### src/rtl/jk_reg_bank_pkg.sv
// Shared types for the JK register bank: operating modes and JK truth-table codes.
// Optional COUNT mode is enabled by the JK_REG_BANK_COUNT_EN macro in jk_reg_bank.sv.
package jk_reg_bank_pkg;

    typedef enum logic [1:0] {
        MODE_JK    = 2'b00,
        MODE_D     = 2'b01,
        MODE_T     = 2'b10,
        MODE_COUNT = 2'b11
    } mode_e;

    // JK input pair encoded as {j, k}
    localparam logic [1:0] JK_HOLD   = 2'b00;
    localparam logic [1:0] JK_CLEAR  = 2'b01;
    localparam logic [1:0] JK_SET    = 2'b10;
    localparam logic [1:0] JK_TOGGLE = 2'b11;

    function automatic logic jk_next(input logic q, input logic j, input logic k);
        logic r;
        r = q;
        case ({j, k})
            JK_HOLD:   r = q;
            JK_CLEAR:  r = 1'b0;
            JK_SET:    r = 1'b1;
            JK_TOGGLE: r = ~q;
            default:   r = q;
        endcase
        return r;
    endfunction

endpackage

### src/rtl/jk_cell.sv
// Single-bit next-state logic for JK, D and T modes; COUNT mode holds here and
// is overridden by the bank's counter path.
module jk_cell
    import jk_reg_bank_pkg::*;
(
    input  logic  q,
    input  logic  j,
    input  logic  k,
    input  mode_e mode,
    output logic  q_next
);

    always_comb begin
        q_next = q;
        case (mode)
            MODE_JK: q_next = jk_next(q, j, k);
            MODE_D:  q_next = j;
            MODE_T:  q_next = q ^ j;
            default: q_next = q;
        endcase
    end

endmodule

### src/rtl/jk_reg_bank.sv
// WIDTH-bit bank of JK/D/T flip-flops with an optional binary counter mode.
// Define JK_REG_BANK_COUNT_EN to enable COUNT mode (mode 11); otherwise mode 11 holds.
module jk_reg_bank
    import jk_reg_bank_pkg::*;
#(
    parameter int unsigned          WIDTH     = 8,
    parameter logic [WIDTH-1:0]     RESET_VAL = '0
) (
    input  logic             clk,
    input  logic             rst_n,
    input  logic             en,
    input  logic [1:0]       mode,
    input  logic [WIDTH-1:0] j,
    input  logic [WIDTH-1:0] k,
    output logic [WIDTH-1:0] q,
    output logic [WIDTH-1:0] qbar,
    output logic             tc,
    output logic             chg
);

    mode_e            mode_s;
    logic [WIDTH-1:0] q_q;
    logic [WIDTH-1:0] q_d;
    logic [WIDTH-1:0] cell_next;
    logic             chg_q;
    logic             chg_d;

    assign mode_s = mode_e'(mode);

    for (genvar i = 0; i < WIDTH; i++) begin : g_cell
        jk_cell u_cell (
            .q      (q_q[i]),
            .j      (j[i]),
            .k      (k[i]),
            .mode   (mode_s),
            .q_next (cell_next[i])
        );
    end

`ifdef JK_REG_BANK_COUNT_EN
    localparam logic [WIDTH-1:0] ONE = WIDTH'(1);

    // Clear on k[0] takes priority over increment on j[0]
    always_comb begin
        q_d = q_q;
        if (en) begin
            if (mode_s == MODE_COUNT) begin
                if (k[0]) begin
                    q_d = '0;
                end else if (j[0]) begin
                    q_d = q_q + ONE;
                end else begin
                    q_d = q_q;
                end
            end else begin
                q_d = cell_next;
            end
        end
    end

    assign tc = (mode_s == MODE_COUNT) && en && j[0] && !k[0] && (&q_q);
`else
    always_comb begin
        q_d = q_q;
        if (en) begin
            q_d = cell_next;
        end
    end

    assign tc = 1'b0;
`endif

    assign chg_d = (q_d != q_q);

    always_ff @(posedge clk or negedge rst_n) begin
        if (!rst_n) begin
            q_q   <= RESET_VAL;
            chg_q <= 1'b0;
        end else begin
            q_q   <= q_d;
            chg_q <= chg_d;
        end
    end

    assign q    = q_q;
    assign qbar = ~q_q;
    assign chg  = chg_q;

endmodule

### config.mk
export PLATFORM = sky130hd
export DESIGN_NAME = jk_reg_bank
export DESIGN_NICKNAME = d
export VERILOG_FILES = /design/src/rtl/jk_reg_bank_pkg.sv /design/src/rtl/jk_cell.sv /design/src/rtl/jk_reg_bank.sv
export SDC_FILE = /design/constraint.sdc
export NUM_CORES = 1
export LEC_CHECK = 0
export CORE_MARGIN = 4
export CORE_UTILIZATION = 39
export DETAILED_ROUTE_END_ITERATION = 8
export MAX_ROUTING_LAYER = met4
export PLACE_DENSITY = 0.79
export SYNTH_ARGS = -nofsm -noshare
export SYNTH_HDL_FRONTEND = slang
export SYNTH_HIERARCHICAL = 1
export SYNTH_SLANG_ARGS = --single-unit
### constraint.sdc
create_clock -name clk -period 1.8 [get_ports clk]
set_input_delay 0.18 -clock clk [delete_from_list [all_inputs] [get_ports clk]]
set_output_delay 0.18 -clock clk [all_outputs]
set_load 0.03 [all_outputs]
Word level (Yosys, flattened, before mapping):

Index checks and enable logic that the tools add are counted.

* register bits: 9
* output and inout port bits: 18
* word-level logic and storage cells: 72

* equality and inequality tests: 27
* muxes and demuxes: 17
* bitwise operators: 17
* reduce and logical (&&, ||, !) cells: 9

Operator list (number)
* 2-bit equality test (second input constant): 17
* 1-bit case mux with 4 select lines: 8
* 1-bit case mux with 3 select lines: 8
* 2-bit by 1-bit equality test with 1-bit output (second input constant): 9
* 2-bit zero test: 9
* 8-bit 2-to-1 mux: 1
* 8-bit inequality test: 1
* 1-bit inverter: 8
* 8-bit inverter: 1
* 1-bit XOR: 8

Logic depth before layout (Yosys ltp):

Gate-level depths: netlist of run 1.

* depth in word-level cells: 5
* mapped depth: 6

Modules after synthesis:

Netlist of run 1, hierarchy kept.

By module, submodules not included
* jk_reg_bank: times used 1, cells an instance 47, area an instance 431.7 sq um
* jk_cell: times used 8, cells an instance 5, area an instance 41.3 sq um

Worst setup path after synthesis of run 1:

OpenSTA, ideal clock, no wires.

* path type: reg2reg
* start point: register q_q[6], in the netlist q[6]
* end point: register chg_q, in the netlist chg
* setup time: 132 ps
* data arrival time: 1322 ps
* data required time: 1668 ps
* setup slack: 346 ps
* cell stages (with the launch flop): 7
* clock period less this slack: 1454 ps
* cell sequence: dfrtp_1 > nand2b_1 > o22ai_1 > a21oi_2 > xor2_1 > nor4_1 > a21boi_1

* cells in the longest elaborated chain, start to end: 5
* elaborated cells between the ends (all ways): 6
* classes of those cells: eq/ne: 1; mux: 3; bitwise: 2

RTL lines
* start, declared: line jk_reg_bank.sv:22 `logic [WIDTH-1:0] q_q;`
* start signal, assigned: line jk_reg_bank.sv:80 `q_q <= q_d;`
* 1-bit inverter: line jk_reg_bank_pkg.sv:25 `JK_TOGGLE: r = ~q;`
* 1-bit case mux with 4 select lines: line jk_reg_bank_pkg.sv:21 `case ({j, k})`
* 1-bit case mux with 3 select lines *: line jk_cell.sv:15 `case (mode)`
* via cell_next[6]: line jk_reg_bank.sv:24 `logic [WIDTH-1:0] cell_next;`
* 8-bit 2-to-1 mux *: line jk_reg_bank.sv:65 `if (en) begin`
* 8-bit inequality test *: line jk_reg_bank.sv:73 `assign chg_d = (q_d != q_q);`
* via chg_d: line jk_reg_bank.sv:26 `logic chg_d;`
* end signal, assigned: line jk_reg_bank.sv:81 `chg_q <= chg_d;`
* end, declared: line jk_reg_bank.sv:25 `logic chg_q;`

Mark *: on every way through the listed nets, which the timed path passes. The rest lies on a longest branch.

Worst setup path after layout of run 1:

* start point: register q_q[4], in the netlist q[4]
* end point: output port qbar[4]

* cells in the longest elaborated chain, start to end: 1

RTL lines
* 8-bit inverter: line jk_reg_bank.sv:86 `assign qbar = ~q_q;`
* end, declared: line jk_reg_bank.sv:16 `output logic [WIDTH-1:0] qbar,`

Every way passes these cells.

==> reports/qor.csv, run 1 <==
metric,value,unit
Final Cycle Share,93.0,%
post-synth top area share,29.6,%
layout overhead on the synthesized area,65.0,%
critical path cell sequence,inv_1 > clkdlybuf4s50_1,
Synth Area in Adders,0,%
Synth cell types,14,
Syn. warnings,6,
initial cell density of the core,42.7,%
class of the most critical hold timing path,input pin to async pin,
placed wire-length estimate after detailed placement,1580,um
largest fanout on the critical path,6,
part of the Yosys area used for sequential elements,29.6,%
total power density per cell area,776,nW/um^2
CORE AREA,1780,um^2
number of top-level pins,39,
setup total negative slack,0,ns
transition time of the tightest slew-check pin,0.517,ns
clock-pin slew reported for the worst setup and hold paths after clock tree synthesis,0.06,ns
router iterations before antenna repair,4,
worst-case setup margin in the final layout,0.126,ns
Post-Syn Nets,108,
IO Port Bufs,37,
"basic-gate share of the synthesized area counting and, or, nand and nor cells",12.2,%
dominant combinational cell family by area after synthesis,compound AO/OA/AOI/OAI gates,
critical path startpoint category,register,
TritonCTS Buffers,3,
global route total overflow,0,
wire length of the first global-routing pass,3380,um
Crit-path slowest cell,clkdlybuf4s50_1,
horizontal die dimension,52.2,um
Post-Synth XOR/XNOR Area,9.20,%
"Setup Fix Bufs, Post-CTS",0,
number of sinks on the clock net,9,
Max Slew Vio Count,0,
post-synthesis instance area,762,um^2
CTS Root Cell,clkbuf_4,
max_cap viols,0,
final weighted congestion of routability-driven global placement,0.770,
outcome,"finished, final reports clean",
number of cell rows,15,
Post-CTS Hold Fix Bufs,0,
number of nets at the end of the flow,154,
Avg Synthesized Cell Area,8.76,um^2
leakage,0.550,nW
unrepaired setup endpoints after global routing,false,
Synth area leader,dfrtp_1,
highest clock rate,597,MHz
worst voltage drop across the vdd grid,0.000556,V
H-tree level count,1,
die footprint,2720,um^2
type of destination of the critical path,output port,
compound-cell area share of the yosys netlist,22.0,%
worst reg2reg setup slack,0.40,ns
Die Span Y,52.2,um
number of antenna repair diodes,0,
"slowest stage delay, CP",0.67,ns
"Arr. time, crit path",1.49,ns
average vias per placed instance,4.94,
Clock Latency Late Sink,0.26,ns
number of antenna violations at the first check in global routing,0,
"Hold Vio Cnt, Final",0,
detailed-route DRC error count,0,
cells on worst reg2reg path,5,
final setup violation count,0,
CTS tree,yes,
Antenna Nets Post-Route,0,
flop and latch count out of synthesis,9,
most area-consuming cells after synthesis,"dfrtp_1 30%, mux2i_1 21%, a21oi_2 9.2%",
number of instances in the synthesized netlist,87,
path type of the worst setup path,register to output port,
Overall Global Routing Usage,17.2,%
dpl ws,-0.169,ns
mux cell area share after synthesis,21.0,%
Max Clock Skew,0.000528,ns
vias after detailed routing,775,
vias in the first global route,754,
startpoint of the most critical register-to-register path,q[4]$_DFF_PN0_,
relative max-transition margin,65.4,%
Routed WL per cell,13.0,um
required time of the critical path,1.62,ns
fraction of layout instances using a drive strength above 1,13.6,%
Reg-to-Reg End,chg$_DFF_PN0_,
Resized cells post-CTS,0,
final critical-path required period,1.67,ns
number of DRC markers in iteration 0,10,
maximum count of clock buffers along a single path,2,
largest net degree at the start of global routing,18,
final WL,2040,um
==> flip-flops by register name (all words and copies together) (netlist names) <==
register,count
chg,1
q,8
==> synth_stat cells <==
master and instances:
mux2i_1 16, dfrtp_1 9, a21oi_2 8, inv_1 8, nand2_1 8, nand2b_1 8
o21ai_0 8, o22ai_1 8, xor2_1 8, nor4_1 2, a21boi_1 1, buf_2 1
buf_4 1, conb_1 1
==> layout make-up <==
class	count	area (um^2)
Sequential cell	9	225
Tap cell	25	31.3
Clock buffer	4	26.3
Fill cell	165	526
Timing Repair Buffer	43	444
Inverter	8	30.0
Multi-Input combinational cell	68	500
==> critical path: cells and delay by family, from the launching register on <==
family	cells	cell delay, ns
buf+inv	2	0.78
flops	1	0.45
==> layer usage <==
| metal | GRT usage (%) | wire length [um] |
|---|---|---|
| met1 | 19.6 | 923 |
| met2 | 28.2 | 930 |
| met3 | 6.55 | 160 |
| met4 | 5.11 | 24 |
| met5 | - | 0 |
==> how the worst max path moves through the flow <==
stage              startpoint             to  slack, ns  cells after the start
6_report       q[4]$_DFF_PN0_        qbar[4]       0.13                      2
3_3_place_gp          mode[1]  chg$_DFF_PN0_      -0.11                      8
2_1_floorplan  q[6]$_DFF_PN0_  chg$_DFF_PN0_       0.35                      6
3_5_place_dp          mode[1]  chg$_DFF_PN0_      -0.17                      8
5_1_grt               mode[1]  chg$_DFF_PN0_       0.02                      8
4_1_cts               mode[1]  chg$_DFF_PN0_       0.11                      8
==> per-stage QoR <==
| step | util (%) | area [um^2] | std cells | total power (W) | hold WS, ns |
|---|---|---|---|---|---|
| after floorplan | - | 762 | 87 | 0.000571 | -0.116 |
| after global placement | 68.5 | 1220 | 153 | 0.000803 | 0.523 |
| after detailed placement | 68.5 | 1220 | 153 | 0.000812 | 0.518 |
| after CTS | 70.0 | 1250 | 157 | 0.000983 | 0.229 |
| after global routing | 70.5 | 1260 | 157 | 0.00105 | 0.245 |
| final | 70.5 | 1260 | 157 | 0.000976 | 0.222 |
==> cell families after synthesis <==
| family | Yosys count |
|---|---|
| DFF | 9 |
| buffers and inverters | 10 |
| muxes | 16 |
| other | 1 |
| and+or+nand+nor | 18 |
| xor gates and xnor gates | 8 |
| AOI/OAI and AO/OA | 25 |
==> placed cells by master (no fill, tap or decap) <==
| cell | n |
|---|---|
| clkbuf_4 | 3 |
| clkbuf_1 | 1 |
| nand2_1 | 8 |
| buf_4 | 3 |
| mux2i_1 | 16 |
| clkdlybuf4s50_1 | 37 |
| dfrtp_1 | 9 |
| buf_6 | 1 |
| a21oi_2 | 8 |
| xor2_1 | 8 |
| o21ai_0 | 8 |
| inv_1 | 8 |
| nand2b_1 | 8 |
| a21boi_1 | 1 |
| o22ai_1 | 8 |
| nor4_1 | 1 |
| conb_1 | 1 |
| buf_12 | 2 |
| nor4_2 | 1 |
==> where the power goes <==
group / switching, W / internal [W] / leakage [nW]
Sequential: 0.0000475 / 0.000232 / 0.110
Combinational: 0.000282 / 0.000252 / 0.424
Clock: 0.0000763 / 0.0000858 / 0.0150
Total: 0.000406 / 0.000570 / 0.550
No activity file was read; power rests on OpenSTA's default activity.
==> run 2, diff against run 1 <==
--- a/config.mk
+++ b/config.mk
@@ -6,10 +6,10 @@
 export NUM_CORES = 1
 export LEC_CHECK = 0
 export CORE_MARGIN = 4
-export CORE_UTILIZATION = 39
+export CORE_UTILIZATION = 40
 export DETAILED_ROUTE_END_ITERATION = 8
+export DONT_BUFFER_PORTS = 1
 export MAX_ROUTING_LAYER = met4
-export PLACE_DENSITY = 0.79
 export SYNTH_ARGS = -nofsm -noshare
 export SYNTH_HDL_FRONTEND = slang
 export SYNTH_HIERARCHICAL = 1
==> reports/qor.csv, run 2 (same netlist as run 1, synthesis figures left out) <==
metric,value,unit,change
leakage,0.409,nW,-26%
number of antenna violations at the first check in global routing,0,,unchanged
class of the most critical hold timing path,input pin to register,,
detailed-route DRC error count,0,,unchanged
average vias per placed instance,5.22,,+5.7%
vias in the first global route,672,,-11%
H-tree level count,1,,unchanged
worst voltage drop across the vdd grid,0.000578,V,+3.9%
critical path cell sequence,mux2i_1 > a21oi_2 > xor2_1 > nor4_1 > a21boi_1,,
"most common cell after layout, fill and taps aside",mux2i_1,,
unrepaired setup endpoints after global routing,false,,
placed wire-length estimate after detailed placement,1290,um,-19%
worst-case setup margin in the final layout,0.400,ns,+0.274 ns
number of sinks on the clock net,9,,unchanged
setup total negative slack,0,ns,unchanged
critical path startpoint category,register,,
Routed WL per cell,13.9,um,+6.8%
total power density per cell area,917,nW/um^2,+18%
final critical-path required period,1.40,ns,-0.274 ns
fraction of layout instances using a drive strength above 1,19.4,%,+5.8 points
number of DRC markers in iteration 0,3,,-7
Fillers,198,,+20%
clock-pin slew reported for the worst setup and hold paths after clock tree synthesis,0.07,ns,about the same
dpl ws,0.402,ns,+0.571 ns
type of destination of the critical path,register,,
overall power,0.000804,W,-18%
flip-flop count of the largest register after layout,8,,unchanged
Clock Latency Late Sink,0.25,ns,about the same
die footprint,2670,um^2,-2.1%
required time of the critical path,1.93,ns,+0.31 ns
Resized cells post-CTS,0,,unchanged
"Arr. time, crit path",1.53,ns,+0.04 ns
outcome,"finished, final reports clean",,
most frequent cells in the layout,"16 x mux2i_1, 9 x dfrtp_1",,
number of antenna repair diodes,0,,unchanged
max_cap viols,0,,unchanged
maximum count of clock buffers along a single path,2,,unchanged
number of top-level pins,39,,unchanged
global route total overflow,0,,unchanged
Final Cycle Share,77.8,%,-15 points
post-layout utilization of the core,49.7,%,-21 points
largest fanout on the critical path,6,,unchanged
Max Slew Vio Count,0,,unchanged
"Setup Fix Bufs, Post-CTS",0,,unchanged
wire length of the first global-routing pass,2750,um,-19%
vias after detailed routing,642,,-17%
horizontal die dimension,51.6,um,-1.1%
CTS Root Cell,clkbuf_4,,
router iterations before antenna repair,3,,-1
Die Span Y,51.6,um,-1.1%
path type of the worst setup path,register to register,,
Post-DP Area,841,um^2,-31%
Antenna Nets Post-Route,0,,unchanged
number of cell rows,15,,unchanged
Max Clock Skew,0.00432,ns,+0.00379 ns
IO Port Bufs,0,,-100%
"slowest stage delay, CP",0.44,ns,-0.23 ns
number of nets at the end of the flow,120,,-22%
highest clock rate,714,MHz,+20%
CTS tree,yes,,
CORE AREA,1760,um^2,-1.1%
post-route cell area,877,um^2,-30%
initial cell density of the core,43.2,%,+0.45 points
Overall Global Routing Usage,14.3,%,-3.0 points
largest net degree at the start of global routing,18,,unchanged
final WL,1710,um,-16%
Buf/Inv on CP,0,,-2
TritonCTS Buffers,3,,unchanged
"Hold Vio Cnt, Final",0,,unchanged
final setup violation count,0,,unchanged
final weighted congestion of routability-driven global placement,0.635,,-18%
Crit-path slowest cell,dfrtp_1,,
layout overhead on the synthesized area,15.1,%,
"Largest delay share family, worst path",flip-flops,,
==> run 2: cell types whose count changed in the layout (fill, tap and decap cells not counted) <==
cell / delta
buf_12: -2
buf_4: +5
buf_6: -1
clkdlybuf4s50_1: -37
dlygate4sd3_1: +1
nor4_1: +1
nor4_2: -1
==> run 2: metal layers <==
metal | wire length (um) | global-route usage [%] | vias to the layer above
li1 | - | - | 326
met1 | 684 | 15.2 | 293
met2 | 877 | 24.8 | 21
met3 | 125 | 3.15 | 2
met4 | 18 | 6.99 | 0
met5 | 0 | - | -
==> run 2: repair_timing <==
action | CTS | global route
hold buffers | 1 | 0
setup endpoints to repair | 0 | 0
endpoints found under the hold margin | 9 | 0
==> run 2: path summary, 6_finish.rpt <==
path                                     start             end  slack (ns)  cells after the start
worst max-delay path            q[7]$_DFF_PN0_   chg$_DFF_PN0_        0.40                      5
worst min-delay path                        en  q[4]$_DFF_PN0_        0.03                      1
worst max register to register  q[7]$_DFF_PN0_   chg$_DFF_PN0_        0.40                      5
worst min register to register  q[3]$_DFF_PN0_  q[3]$_DFF_PN0_        0.79                      4
max in group asynchronous                rst_n  q[6]$_DFF_PN0_        1.20                      1
min in group asynchronous                rst_n  q[0]$_DFF_PN0_        0.30                      1
==> run 2: report_power, final <==
part	switching [W]	internal [W]
logic	0.000240	0.000131
clock network	0.0000706	0.0000853
registers	0.0000455	0.000232
total	0.000356	0.000449
==> run 2: cell type report <==
cell class	instances	area (um^2)	area share [%]
inverters	8	30.0	3.42
multi-input cells	68	494	56.3
clock buffers	4	26.3	3.00
well taps	25	31.3	3.57
repair buffers	9	70.1	7.99
flip-flops and latches	9	225	25.7
==> run 2: per-stage QoR <==
| step | cells | hold slack (ns) |
|---|---|---|
| final | 123 | 0.0254 |
| after global routing | 123 | 0.00435 |
| after CTS | 123 | 0.0213 |
| after detailed placement | 118 | -0.115 |
| after global placement | 118 | -0.115 |
| after floorplan | 87 | -0.116 |
==> run 2: worst reg2reg max path, cell delays in order (launching register included) <==
cell and delay, ns:
dfrtp_1 0.44, mux2i_1 0.19, a21oi_2 0.09, xor2_1 0.15, nor4_1 0.29, a21boi_1 0.11
==> run 3, diff against run 2 <==
==> constraint.sdc (replaced) <==
create_clock -name clk -period 1.32 [get_ports clk]
set_input_delay 0.132 -clock clk [delete_from_list [all_inputs] [get_ports clk]]
set_output_delay 0.132 -clock clk [all_outputs]
set_load 0.03 [all_outputs]
==> reports/qor.csv, run 3 (same netlist as run 1, synthesis figures left out) <==
metric,value,unit,change
failing checks,setup timing,,
number of antenna repair diodes,0,,unchanged
Fillers,180,,-9.1%
vias after detailed routing,709,,+10%
Routed WL per cell,13.5,um,-2.6%
router iterations before antenna repair,4,,+1
largest fanout on the critical path,4,,-2
"Arr. time, crit path",1.51,ns,-0.02 ns
die footprint,2670,um^2,unchanged
detailed-route DRC error count,0,,unchanged
final weighted congestion of routability-driven global placement,0.762,,+20%
initial cell density of the core,43.2,%,unchanged
number of top-level pins,39,,unchanged
final WL,1820,um,+6.9%
layout overhead on the synthesized area,31.0,%,
post-layout utilization of the core,56.6,%,+6.9 points
global route total overflow,0,,unchanged
Net Sw Power,0.000501,W,+41%
CORE AREA,1760,um^2,unchanged
max_cap viols,0,,unchanged
worst voltage drop across the vdd grid,0.00101,V,+75%
leakage,0.463,nW,+13%
final setup violation count,1,,+1
average vias per placed instance,5.25,,+0.62%
vias in the first global route,717,,+6.7%
highest clock rate,720,MHz,+0.81%
placed wire-length estimate after detailed placement,1370,um,+6.6%
unrepaired setup endpoints after global routing,true,,
CTS Root Cell,clkbuf_4,,
Overall Global Routing Usage,14.8,%,+0.59 points
number of cell rows,15,,unchanged
number of cells in the design after placement,128,,+8.5%
fraction of layout instances using a drive strength above 1,37.3,%,+18 points
Power Internal,0.000695,W,+55%
"Hold Vio Cnt, Final",0,,unchanged
overall power,0.00120,W,+49%
Final Cycle Share,105,%,+27 points
wire length of the first global-routing pass,2930,um,+6.8%
"most common cell after layout, fill and taps aside",buf_4,,
Die Span Y,51.6,um,unchanged
Max Slew Vio Count,0,,unchanged
required time of the critical path,1.45,ns,-0.48 ns
multi-input combinational cell area,513,um^2,+3.8%
Clock Latency Late Sink,0.26,ns,about the same
path type of the worst setup path,register to register,,
number of nets at the end of the flow,132,,+10%
Antenna Nets Post-Route,0,,unchanged
most frequent cells in the layout,"19 x buf_4, 16 x mux2i_1",,
clock-pin slew reported for the worst setup and hold paths after clock tree synthesis,0.06,ns,about the same
fraction of power spent switching nets,41.9,%,-2.3 points
TritonCTS Buffers,3,,unchanged
number of sinks on the clock net,9,,unchanged
combinational share of power,51.0,%,+4.9 points
H-tree level count,1,,unchanged
critical path startpoint category,register,,
horizontal die dimension,51.6,um,unchanged
register share of total power,32.0,%,-2.5 points
IO Port Bufs,0,,unchanged
Final Non-Filler Cells,135,,+9.8%
class of the most critical hold timing path,input pin to register,,
CTS tree,yes,,
clock network fraction of total power,17.0,%,-2.4 points
total power density per cell area,1200,nW/um^2,+31%
dpl ws,-0.0530,ns,-0.455 ns
type of destination of the critical path,register,,
maximum count of clock buffers along a single path,2,,unchanged
area of all sequential standard cells,235,um^2,+4.4%
largest net degree at the start of global routing,17,,-1
flip-flop count of the largest register after layout,8,,unchanged
worst-case setup margin in the final layout,-0.0687,ns,-0.469 ns
setup total negative slack,-0.0687,ns,-0.0687 ns
number of DRC markers in iteration 0,7,,+4
number of antenna violations at the first check in global routing,0,,unchanged
Max Clock Skew,0.00583,ns,+0.00151 ns
final critical-path required period,1.39,ns,-0.0113 ns
outcome,"finished, violations left",,
-- run 3: what timing repair did --
action / CTS / global route
endpoints found under the setup margin: 1 / 1
buffers inserted: 0 / 1
pin swaps: 3 / 2
hold endpoints to repair: 17 / 0
hold buffers: 2 / 0
gates cloned: 0 / 0
gates resized for setup: 1 / 2
-- run 3: worst max-delay path, stage by stage (launching register included) --
cell	delay (ns)
dfrtp_2	0.43
mux2i_1	0.17
a21oi_2	0.09
xor2_1	0.15
nor4_1	0.32
a21boi_1	0.11
-- run 3: path summary, 6_finish.rpt --
check | endpoint | from | cells after the start | slack, ns
min in group asynchronous | q[6]$_DFF_PN0_ | rst_n | 1 | 0.24
worst min register to register | q[1]$_DFF_PN0_ | q[1]$_DFF_PN0_ | 2 | 0.64
worst max register to register | chg$_DFF_PN0_ | q[6]$_DFF_PN0_ | 5 | -0.07
worst min-delay path | q[7]$_DFF_PN0_ | en | 2 | 0.01
worst max-delay path | chg$_DFF_PN0_ | q[6]$_DFF_PN0_ | 5 | -0.07
max in group asynchronous | q[0]$_DFF_PN0_ | rst_n | 1 | 0.76
-- run 3: stage by stage --
stage,hold slack (ns),area (um^2)
after global routing,0.00806,998
final,0.0147,998
after CTS,0.0101,978
after global placement,-0.163,926
after floorplan,-0.164,772
after detailed placement,-0.163,926
-- run 3: metal layers --
| metal | track usage, % | vias up | share of wire [%] |
|---|---|---|---|
| li1 | - | 350 | - |
| met1 | 16.4 | 328 | 42 |
| met2 | 25.4 | 31 | 47 |
| met3 | 6.88 | 0 | 10 |
| met4 | 1.31 | 0 | 0 |
| met5 | - | - | 0 |
-- run 3: layout make-up --
cell class,instances,share of cell area [%]
sequential,9,23.6
multi-input combinational,68,51.4
timing repair buffer,21,16.3
clock buffer,4,2.63
tap,25,3.13
inverter,8,3.01
-- run 3: power by group through the flow --
stage	Sequential (W)	Clock (W)	Combinational, W
2_1_floorplan	0.000470	0	0.000318
3_5_place_dp	0.000387	0	0.000578
3_3_place_gp	0.000383	0	0.000570
6_report	0.000383	0.000204	0.000609
4_1_cts	0.000383	0.000214	0.000600
5_1_grt	0.000393	0.000234	0.000656
